### src/rtl/mem_arbiter.sv
`default_nettype none
// ============================================================================
// Module      : mem_arbiter
// Description : Shares one RAM port between two icaches and the coherence bus
//               data port. Data has priority, icaches rotate round-robin.
// Revision    : 1.0 - initial release
// ============================================================================
module mem_arbiter #(
    parameter int          MAX_DSTREAK = 4,
    parameter logic [31:0] BAD         = 32'hBAD1BAD1
) (
    input  logic             CLK,
    input  logic             nRST,
    // instruction caches
    input  logic [1:0]       iREN,
    input  logic [1:0][31:0] iaddr,
    output logic [1:0]       iwait,
    output logic [1:0][31:0] iload,
    // coherence bus data port
    input  logic             dREN,
    input  logic             dWEN,
    input  logic [31:0]      daddr,
    input  logic [31:0]      dstore,
    output logic             dwait,
    output logic [31:0]      dload,
    // RAM
    output logic             ramREN,
    output logic             ramWEN,
    output logic [31:0]      ramaddr,
    output logic [31:0]      ramstore,
    input  logic [1:0]       ramstate,
    input  logic [31:0]      ramload
);

    typedef enum logic [1:0] {
        IDLE   = 2'd0,
        DSERVE = 2'd1,
        ISERVE = 2'd2
    } state_t;

    localparam logic [1:0] c_RAM_ACCESS   = 2'b10;
    localparam logic [3:0] c_DSTREAK_SAT  = 4'hF;
    localparam logic [3:0] c_MAX_DSTREAK  = 4'(MAX_DSTREAK);

    state_t     r_state;
    state_t     w_next_state;
    logic       r_rr_ptr;
    logic       w_next_rr_ptr;
    logic       r_gidx;
    logic       w_next_gidx;
    logic [3:0] r_dstreak;
    logic [3:0] w_next_dstreak;

    logic       w_dreq;
    logic       w_ireq_any;
    logic       w_access;
    logic       w_igrant_live;

    assign w_dreq        = dREN | dWEN;
    assign w_ireq_any    = |iREN;
    assign w_access      = (ramstate == c_RAM_ACCESS);
    assign w_igrant_live = iREN[r_gidx];

    always_ff @(posedge CLK or negedge nRST) begin
        if (!nRST) begin
            r_state   <= IDLE;
            r_rr_ptr  <= 1'b0;
            r_gidx    <= 1'b0;
            r_dstreak <= 4'd0;
        end else begin
            r_state   <= w_next_state;
            r_rr_ptr  <= w_next_rr_ptr;
            r_gidx    <= w_next_gidx;
            r_dstreak <= w_next_dstreak;
        end
    end

    always_comb begin
        w_next_state   = r_state;
        w_next_rr_ptr  = r_rr_ptr;
        w_next_gidx    = r_gidx;
        w_next_dstreak = r_dstreak;

        iwait    = 2'b11;
        iload    = {BAD, BAD};
        dwait    = 1'b1;
        dload    = BAD;
        ramREN   = 1'b0;
        ramWEN   = 1'b0;
        ramaddr  = 32'd0;
        ramstore = 32'd0;

        case (r_state)
            IDLE: begin
                if (w_dreq && (!w_ireq_any || (r_dstreak < c_MAX_DSTREAK))) begin
                    w_next_state = DSERVE;
                    // The streak only measures how long a pending fetch has been held off.
                    if (w_ireq_any) begin
                        w_next_dstreak = (r_dstreak == c_DSTREAK_SAT) ? r_dstreak
                                                                      : r_dstreak + 4'd1;
                    end else begin
                        w_next_dstreak = 4'd0;
                    end
                end else if (w_ireq_any) begin
                    w_next_state   = ISERVE;
                    w_next_gidx    = iREN[r_rr_ptr] ? r_rr_ptr : ~r_rr_ptr;
                    w_next_dstreak = 4'd0;
                end else begin
                    w_next_dstreak = 4'd0;
                end
            end

            DSERVE: begin
                ramaddr  = daddr;
                ramstore = dstore;
                dload    = ramload;
                if (w_dreq) begin
                    ramWEN = dWEN;
                    ramREN = dREN & ~dWEN;
                    dwait  = ~w_access;
                    if (w_access) begin
                        w_next_state = IDLE;
                    end
                end else begin
                    // Requester withdrew: abandon without touching arbitration history.
                    w_next_state = IDLE;
                end
            end

            ISERVE: begin
                ramaddr        = iaddr[r_gidx];
                iload[r_gidx]  = ramload;
                if (w_igrant_live) begin
                    ramREN        = 1'b1;
                    iwait[r_gidx] = ~w_access;
                    if (w_access) begin
                        w_next_state  = IDLE;
                        w_next_rr_ptr = ~r_gidx;
                    end
                end else begin
                    w_next_state = IDLE;
                end
            end

            default: begin
                w_next_state = IDLE;
            end
        endcase
    end

endmodule
`default_nettype wire

### config.mk
export PLATFORM = sky130hd
export DESIGN_NAME = mem_arbiter
export DESIGN_NICKNAME = d
export VERILOG_FILES = /design/src/rtl/mem_arbiter.sv
export SDC_FILE = /design/constraint.sdc
export NUM_CORES = 1
export LEC_CHECK = 0
export BUFFER_PORTS_ARGS = -buffer_cell sky130_fd_sc_hd__buf_4
export CAP_MARGIN = 30
export CORE_AREA = 2 2 129 131
export CTS_CLUSTER_DIAMETER = 50
export DETAILED_ROUTE_END_ITERATION = 6
export DIE_AREA = 0 0 131 133
export PLACE_DENSITY = 0.55
export SETUP_SLACK_MARGIN = 0.05
export SYNTH_ARGS = -nofsm -noshare
export SYNTH_HDL_FRONTEND = slang
export SYNTH_SLANG_ARGS = --single-unit
### constraint.sdc
create_clock -name CLK -period 2.1 [get_ports CLK]
set_clock_uncertainty 0.2 [all_clocks]
set_input_delay 0.105 -clock CLK [delete_from_list [all_inputs] [get_ports CLK]]
set_output_delay 0.105 -clock CLK [all_outputs]
set_load 0.05 [all_outputs]
### After elaboration in Yosys (flattened, before gate mapping)

Index checks and enable logic that the tools add are counted.
W data, S select, Z words.

| storage, ports and cells | value |
|---|---|
| register bits after elaboration | 8 |

| cells by class | value |
|---|---|
| add/sub/neg operators | 1 |
| magnitude comparators | 4 |
| eq/ne operators | 6 |
| muxes and demuxes | 33 |
| bitwise logic cells | 12 |
| reductions and logical operators | 9 |

Operator list:

| operator | number |
|---|---|
| $mux W32 | 5 |
| $mux W64 | 1 |
| $pmux W32 S2 | 1 |
| $not A36 Y36 | 1 |
| $or A36 B36 Y36 | 1 |
| $demux W32 S1 | 1 |
| $and A28 B28 Y28 | 1 |
| $mux W2 | 7 |
| $mux W1 | 12 |
| $mux W4 | 3 |
| $ne A3 B3 Y1 const B | 2 |
| $pmux W2 S3 | 1 |
| $reduce_and A3 Y1 | 2 |
| $not A1 Y1 | 5 |
| $add A4 B1 Y4 const B | 1 |
| $eq A2 B2 Y1 const B | 2 |
| $eq A4 B4 Y1 const B | 1 |
| $lt A1 B2 Y1 const B | 2 |
| $lt A4 B3 Y1 const B | 1 |
| $eq A2 B1 Y1 const B | 1 |
| $logic_and A1 B1 Y1 | 2 |
| $logic_not A2 Y1 | 1 |
| $not A2 Y2 | 1 |
| $or A2 B2 Y2 | 1 |
| other kinds (9) | 9 |

### Logic depth before layout (Yosys ltp)

Gate-level depths: netlist of run 1.

| depth | value |
|---|---|
| depth after elaboration | 8 |
| depth in mapped cells | 7 |

### Least setup slack after synthesis of run 1

OpenSTA, ideal clock, no wires.

| path | value |
|---|---|
| path type | register -> output |
| start point | register r_state[0] |
| end point | output port ramaddr[0] |
| arrival | 1.919 ns |
| slack | -0.124 ns |
| cell stages (with the launch flop) | 7 |
| cell sequence | dfrtp_1 inv_1 ha_1 buf_2 buf_1 a22oi_1 nor2b_1 |

| on the way | value |
|---|---|
| word-level cells in the longest chain between the ends | 2 |
| elaborated cells between the ends (all ways) | 3 |
| classes of those cells | eq/ne (2); mux (1) |

RTL lines:

| item | line | RTL |
|---|---|---|
| start: declaration | 45 | `state_t r_state;` |
| start signal: assignment | 71 | `r_state <= w_next_state;` |
| $eq A2 B2 Y1 or $eq A2 B1 Y1 (tied branches) | 93 | `case (r_state)` |
| $pmux W32 S2 (*) | 93 |  |
| end: declaration | 29 | `output logic [31:0] ramaddr,` |

Mark *: on every way between the ends. The rest lies on a longest branch, timed or not.

==> reports/results.ini, run 1 <==
[outcome]
status=finished, final reports clean

[global_route]
grt_pass1_vias=3117
grt_max_degree=52
antenna_found_initial=0
track_usage_pct=12.0
grt_pass1_wl_mm=16.8
grt_overflow=0

[floorplan]
rows=47
io_pins=333
dieArea_um2=17400
die_w_um=131
initial_core_util_pct=13.9
die-height_um=133
core_um2=16200

[synth]
synth.avg_cell_area_um2=7.36
synth_compound_area_share_pct=15.0
ys_warn_count=0
synth_cells=306
ys_seq_elements=8
synth_top_cell_by_area=and2_1
yosys.area_share.simple_pct=50.0
synth_xor_area_share_pct=0
syn_area_um2=2250
async_reset_ff_share_pct=100
syn-num-nets=479
synth_most_common_cell=and2_1
synth_edf_count=0
synth_area_leaders=and2_1, mux2_2, a22oi_1
synthMuxAreaShare_pct=17.0
synthAdderAreaFrac_pct=2.78
synth-main-ff-cell=dfrtp_1
synth_seq_area_share_pct=8.89
synth_top_area_share_pct=17.0
synth.distinct_cells=35
synth_common_cells=and2_1, nor2b_1, mux2_2
synth_top_family_by_area=simple AND/OR/NAND/NOR gates

[drt]
routed-wl-met2_mm=6.55
wl_met1_mm=4.93
drt.antenna.violating_nets=0
totalWireLength_mm=12.5
wl_met3_um=942
top_layer_used=met4
drt_iter0_drc=87
avgRoutedWirePerCell_um=14.7
drc=0
num_vias=3408
firstDrtPassIters=4
vias_per_cell=4.00

[timing]
slew_violations=0
worst_slew_pin_slew_ns=0.379
fin_crit_sh_pct=96.4
setup_viol=0
finalCriticalPeriod_ns=2.03
hold_violations=0
fmaxAchievable_mhz=494
relSlewSlack_pct=74.5
final.setup.tns_ns=0
rsz0062_at_grt=yes

[layout]
drive_gt1_share_pct=70.6
area_growth_pct=143
stdcell_area_um2=5470
instances_no_fill=853
final_nets=807
antenna_cells=0

[setup_path]
cp-end-kind=output pin
r2r_setup_slack_ns=0.29
crit_type=reg2out
slowest_stage=dfrtp_2
crit_fanout=16
required_ns=1.79
worstSetupStartpointType=register
critPathArrivalTime_ns=1.72
critPathMaxStageDelay_ns=0.44
critical_path.cell_chain=inv_2 > ha_4 > nor2b_4 > buf_12 > or2b_1 > buf_6

[clocking]
cts_tree=built
clockBufferDepth=2
htreeDepth=1
numCtsBuffers=3
clock_tree.root_cell=clkbuf_16
clk_pin_slew_worst_paths_ns=0.04
cts_sinks=8
clock_latency_ns=0.24

[power]
vdd_ir_drop_max_v=0.000719
powerDensity_nw_per_um2=1470
leakage_nw=2.64

[place]
dp_hpwl_mm=9.59
gp_congestion=0.752
port_buffers=332
dp_cells=840
dpl_cell_area_um2=5140

[flow_run]
max-cap-violations=0

[worst_hold_path]
hold_class=in2async

## kinds of logic after synthesis
logic type / count (synthesis)
AO/OA/AOI/OAI: 46
AND/OR/NAND/NOR: 180
multiplexers: 34
buffers and inverters: 33
adder cells (fa/ha/maj): 5
flip-flops: 8
## cells in the final DEF, fill, tap and decap left out, types with 4 or more instances in the layout
| cell type | count |
|---|---|
| nand2_1 | 4 |
| buf_6 | 8 |
| buf_4 | 327 |
| nand2b_1 | 31 |
| nor2b_2 | 28 |
| a22oi_1 | 32 |
| dfrtp_1 | 5 |
| clkbuf_16 | 6 |
| and3_1 | 15 |
| nor2b_1 | 7 |
| and2_1 | 58 |
| mux2_2 | 33 |
| or2b_1 | 5 |
| buf_12 | 8 |
| or2_2 | 18 |
## worst paths after layout
check                                        from                endpoint  cells after the start
min                                          nRST    r_rr_ptr$_DFFE_PN0P_                      2
max                        r_state[0]$_DFFE_PN0P_               iload[13]                      6
min reg2reg                  r_rr_ptr$_DFFE_PN0P_    r_rr_ptr$_DFFE_PN0P_                      1
max reg2reg                r_state[0]$_DFFE_PN0P_  r_state[0]$_DFFE_PN0P_                      6
max in group asynchronous                    nRST      r_gidx$_DFFE_PN0P_                      2
min in group CLK                      ramstate[0]    r_rr_ptr$_DFFE_PN0P_                      5
## metal layers
| layer | vias up | track usage (%) |
|---|---|---|
| met4 | 0 | 1.95 |
| met3 | 8 | 1.62 |
| li1 | 1696 | - |
| met5 | - | 0 |
| met2 | 142 | 23.1 |
| met1 | 1562 | 14.1 |
## metrics by stage
step	power, mW	util, %	worst slack, ns	hold WS (ns)
3_3_place_gp	7.40	31.8	0.229	-0.270
4_1_cts	7.82	32.8	0.00418	0.0206
5_1_grt	8.46	33.8	0.0115	0.0353
6_report	8.04	33.8	0.0746	0.0140
2_1_floorplan	5.16	-	0.0700	-0.391
3_5_place_dp	7.38	31.8	0.202	-0.268
## area by class of cell
type,instances,area (um2)
sequential,8,204
multi-input combinational,265,2020
timing repair buffer,353,2880
clock buffer,4,78.8
inverter,3,11.3
tap,220,275
fill,1732,10700
## where the power goes
group          switching (mW)  leakage (nW)  internal [mW]  total [mW]
Sequential             0.0689        0.0997          0.224       0.293
Clock                  0.0811        0.0382          0.254       0.335
Combinational            4.63          2.51           2.78        7.42
Total                    4.78          2.64           3.26        8.04
## state kept, by name (all words and copies together) (netlist names)
register,cells
r_state,2
r_dstreak,4
r_gidx,1
r_rr_ptr,1
## critical path, delay by kind of cell, from the launching register on
| kind | cells | cell delay, ns |
|---|---|---|
| simple gates | 2 | 0.45 |
| buf+inv | 3 | 0.41 |
| fa+ha+maj | 1 | 0.18 |
| flops | 1 | 0.44 |
## timing repair
action / in CTS / in global routing
cloned: 1 / 3
pin swaps: 0 / 1
buffers inserted: 0 / 2
resized for setup: 7 / 21
endpoints found under the hold margin: 9 / 0
hold buffers: 3 / 0
endpoints found under the setup margin: 12 / 63
Power figures use the tool's default switching activity.
==> run 2: changes to the inputs <==
ABC_CLOCK_PERIOD_IN_PS = 1600   (was default)
CORE_AREA = 2 2 128 130   (was 2 2 129 131)
DIE_AREA = 0 0 130 132   (was 0 0 131 133)
PLACE_DENSITY = 0.57   (was 0.55)
clock period = 1.6 ns   (was 2.1 ns; I/O delays follow)
==> run 2 against run 1 <==
Sequential share of layout area shrank 1.2 points. Hold slack got worse by 0.012 ns. Largest power group unchanged. Count of clock-buffer cells in the layout is the same. The flow now finishes with violations (setup timing). Combinational power increased by 110%. Non-clock buffer count increased by 41. Flip-flop and latch count unchanged. Die area decreased by 1.5%. Total power is 100% higher. Utilization increased by 17 points.
==> reports/results.ini, run 2 (synthesis results as in run 1) <==
[layout]
final_nets=848  ; was 807
largest_register_ffs=4  ; unchanged
drive_gt1_share_pct=94.8  ; was 70.6%
final_common_cell=buf_4  ; unchanged
stdcell_area_um2=8050  ; was 5470 um2
area_growth_pct=258  ; was 143%
instances_no_fill=890  ; was 853
final_cell_mix=buf_4, buf_8, buf_6, and2_4, nor2b_4  ; was buf_4, and2_1, mux2_2, a22oi_1, nand2b_1
regMostFlops=r_dstreak  ; unchanged
reg_top3=r_dstreak (4), r_state (2)  ; unchanged
antenna_cells=0  ; unchanged
final_core_util_pct=51.2  ; was 33.8%

[setup_path]
ff2ff_path_depth=7  ; was 6
cp-end-kind=output pin  ; unchanged
reg2reg_from=r_state[1]$_DFFE_PN0P_  ; was r_state[0]$_DFFE_PN0P_
r2r_setup_slack_ns=-0.18  ; was 0.29 ns
critPathArrivalTime_ns=1.70  ; was 1.72 ns
crit_type=reg2out  ; unchanged
crit_path_end=dload[24]  ; was iload[13]
slowest_stage=dfrtp_1  ; was dfrtp_2
required_ns=1.32  ; was 1.79 ns
critical_path.cell_chain=inv_2 > ha_4 > buf_12 > buf_8 > buf_8 > and2_4 > buf_8  ; was inv_2 > ha_4 > nor2b_4 > buf_12 > or2b_1 > buf_6
path_depth=7  ; was 6
r2r-end=r_state[0]$_DFFE_PN0P_  ; unchanged
cp-startpoint=r_state[1]$_DFFE_PN0P_  ; was r_state[0]$_DFFE_PN0P_
worstSetupStartpointType=register  ; unchanged
critPathMaxStageDelay_ns=0.42  ; was 0.44 ns
crit_fanout=7  ; was 16
path_buf_inv=5  ; was 3
cp_top_family=buffers and inverters  ; was simple AND/OR/NAND/NOR gates
crit_top_cell=buf_8

[drt]
drc=0  ; unchanged
drt_iter0_drc=140  ; was 87
num_vias=3791  ; was 3,408
vias_per_cell=4.26  ; was 4.00
totalWireLength_mm=16.2  ; was 12.5 mm
avgRoutedWirePerCell_um=18.2  ; was 14.7 um
firstDrtPassIters=4  ; unchanged
drt.antenna.violating_nets=0  ; unchanged

[outcome]
violations=setup timing
status=finished with violations  ; was finished, final reports clean

[global_route]
antenna_found_initial=0  ; unchanged
grt_pass1_vias=3960  ; was 3,117
track_usage_pct=16.2  ; was 12.0%
grt_pass1_wl_mm=22.2  ; was 16.8 mm
grt_overflow=0  ; unchanged
grt_max_degree=32  ; was 52

[floorplan]
die-height_um=132  ; was 133 um
io_pins=333  ; unchanged
initial_core_util_pct=14.3  ; was 13.9%
core_um2=15700  ; was 16,200 um2
die_w_um=130  ; was 131 um
dieArea_um2=17200  ; was 17,400 um2
rows=46  ; was 47

[timing]
slew_violations=0  ; unchanged
final.setup.tns_ns=-48.32  ; was 0 ns
hold_violations=0  ; unchanged
rsz0062_at_grt=yes  ; unchanged
setup_viol=168  ; was 0
finalCriticalPeriod_ns=1.98
fin_ws_ns=-0.378  ; was 0.0746 ns
fmaxAchievable_mhz=506
fin_crit_sh_pct=124
relSlewSlack_pct=58.9  ; was 74.5%
worst_slew_pin_slew_ns=0.616  ; was 0.379 ns
holdWs_ns=0.00205  ; was 0.0140 ns

[power]
vdd_ir_drop_max_v=0.000880  ; was 0.000719 V
leakage_nw=3.72  ; was 2.64 nW
powerDensity_nw_per_um2=2000  ; was 1470 nW/um2
p_total_mw=16.1  ; was 8.04 mW

[clocking]
clock_latency_ns=0.24  ; about the same
cts_tree=built  ; unchanged
numCtsBuffers=3  ; unchanged
cts_sinks=8  ; unchanged
clock_tree.root_cell=clkbuf_16  ; unchanged
clk_pin_slew_worst_paths_ns=0.04  ; about the same
clockBufferDepth=2  ; unchanged
htreeDepth=1  ; unchanged

[place]
dpl_cell_area_um2=5870  ; was 5140 um2
dp_cells=850  ; was 840
detailedPlace.worstSlack_ns=-0.205  ; was 0.202 ns
dp_hpwl_mm=11.1  ; was 9.59 mm
gp_congestion=0.903  ; was 0.752
port_buffers=332  ; unchanged

[worst_hold_path]
hold_class=in2async  ; unchanged

[flow_run]
max-cap-violations=0  ; unchanged

-- run 2: area by class of cell --
cell class / instances / area, um2
timing repair buffer: 394 / 4510
clock buffer: 4 / 78.8
fill: 1366 / 7660
inverter: 3 / 11.3
multi-input combinational: 265 / 2980
sequential: 8 / 201
tap: 216 / 270
-- run 2: routing by layer --
| metal | track usage [%] | up-vias | wire length (um) |
|---|---|---|---|
| li1 | - | 1775 | - |
| met1 | 17.6 | 1819 | 5940 |
| met2 | 32.4 | 167 | 8980 |
| met3 | 2.27 | 30 | 855 |
| met4 | 3.70 | 0 | 407 |
| met5 | 0 | - | 0 |
-- run 2: repair_timing --
action                                  in CTS  in global routing
buffers inserted                            10                 14
endpoints found under the setup margin     170                170
gates resized for setup                    295                123
hold buffers                                 3                  0
endpoints found under the hold margin        9                  0
pin swaps                                    6                 12
gates cloned                                 6                 10
-- run 2: worst min-delay path by stage --
stage / end / slack [ns] / cells after the start
finish: r_dstreak[1]$_DFFE_PN0P_ / 0.002 / 2
global route: r_dstreak[1]$_DFFE_PN0P_ / 0.02 / 2
CTS: r_dstreak[1]$_DFFE_PN0P_ / 0.004 / 2
detailed placement: r_rr_ptr$_DFFE_PN0P_ / -0.29 / 1
global placement: r_rr_ptr$_DFFE_PN0P_ / -0.29 / 1
floorplan: r_dstreak[0]$_DFFE_PN0P_ / -0.42 / 0
-- run 2: where the power goes --
| group | internal [mW] | leakage [nW] | total, mW | switching, mW |
|---|---|---|---|---|
| logic | 7.52 | 3.58 | 15.3 | 7.77 |
| registers | 0.289 | 0.102 | 0.388 | 0.0986 |
| clock network | 0.332 | 0.0382 | 0.437 | 0.104 |
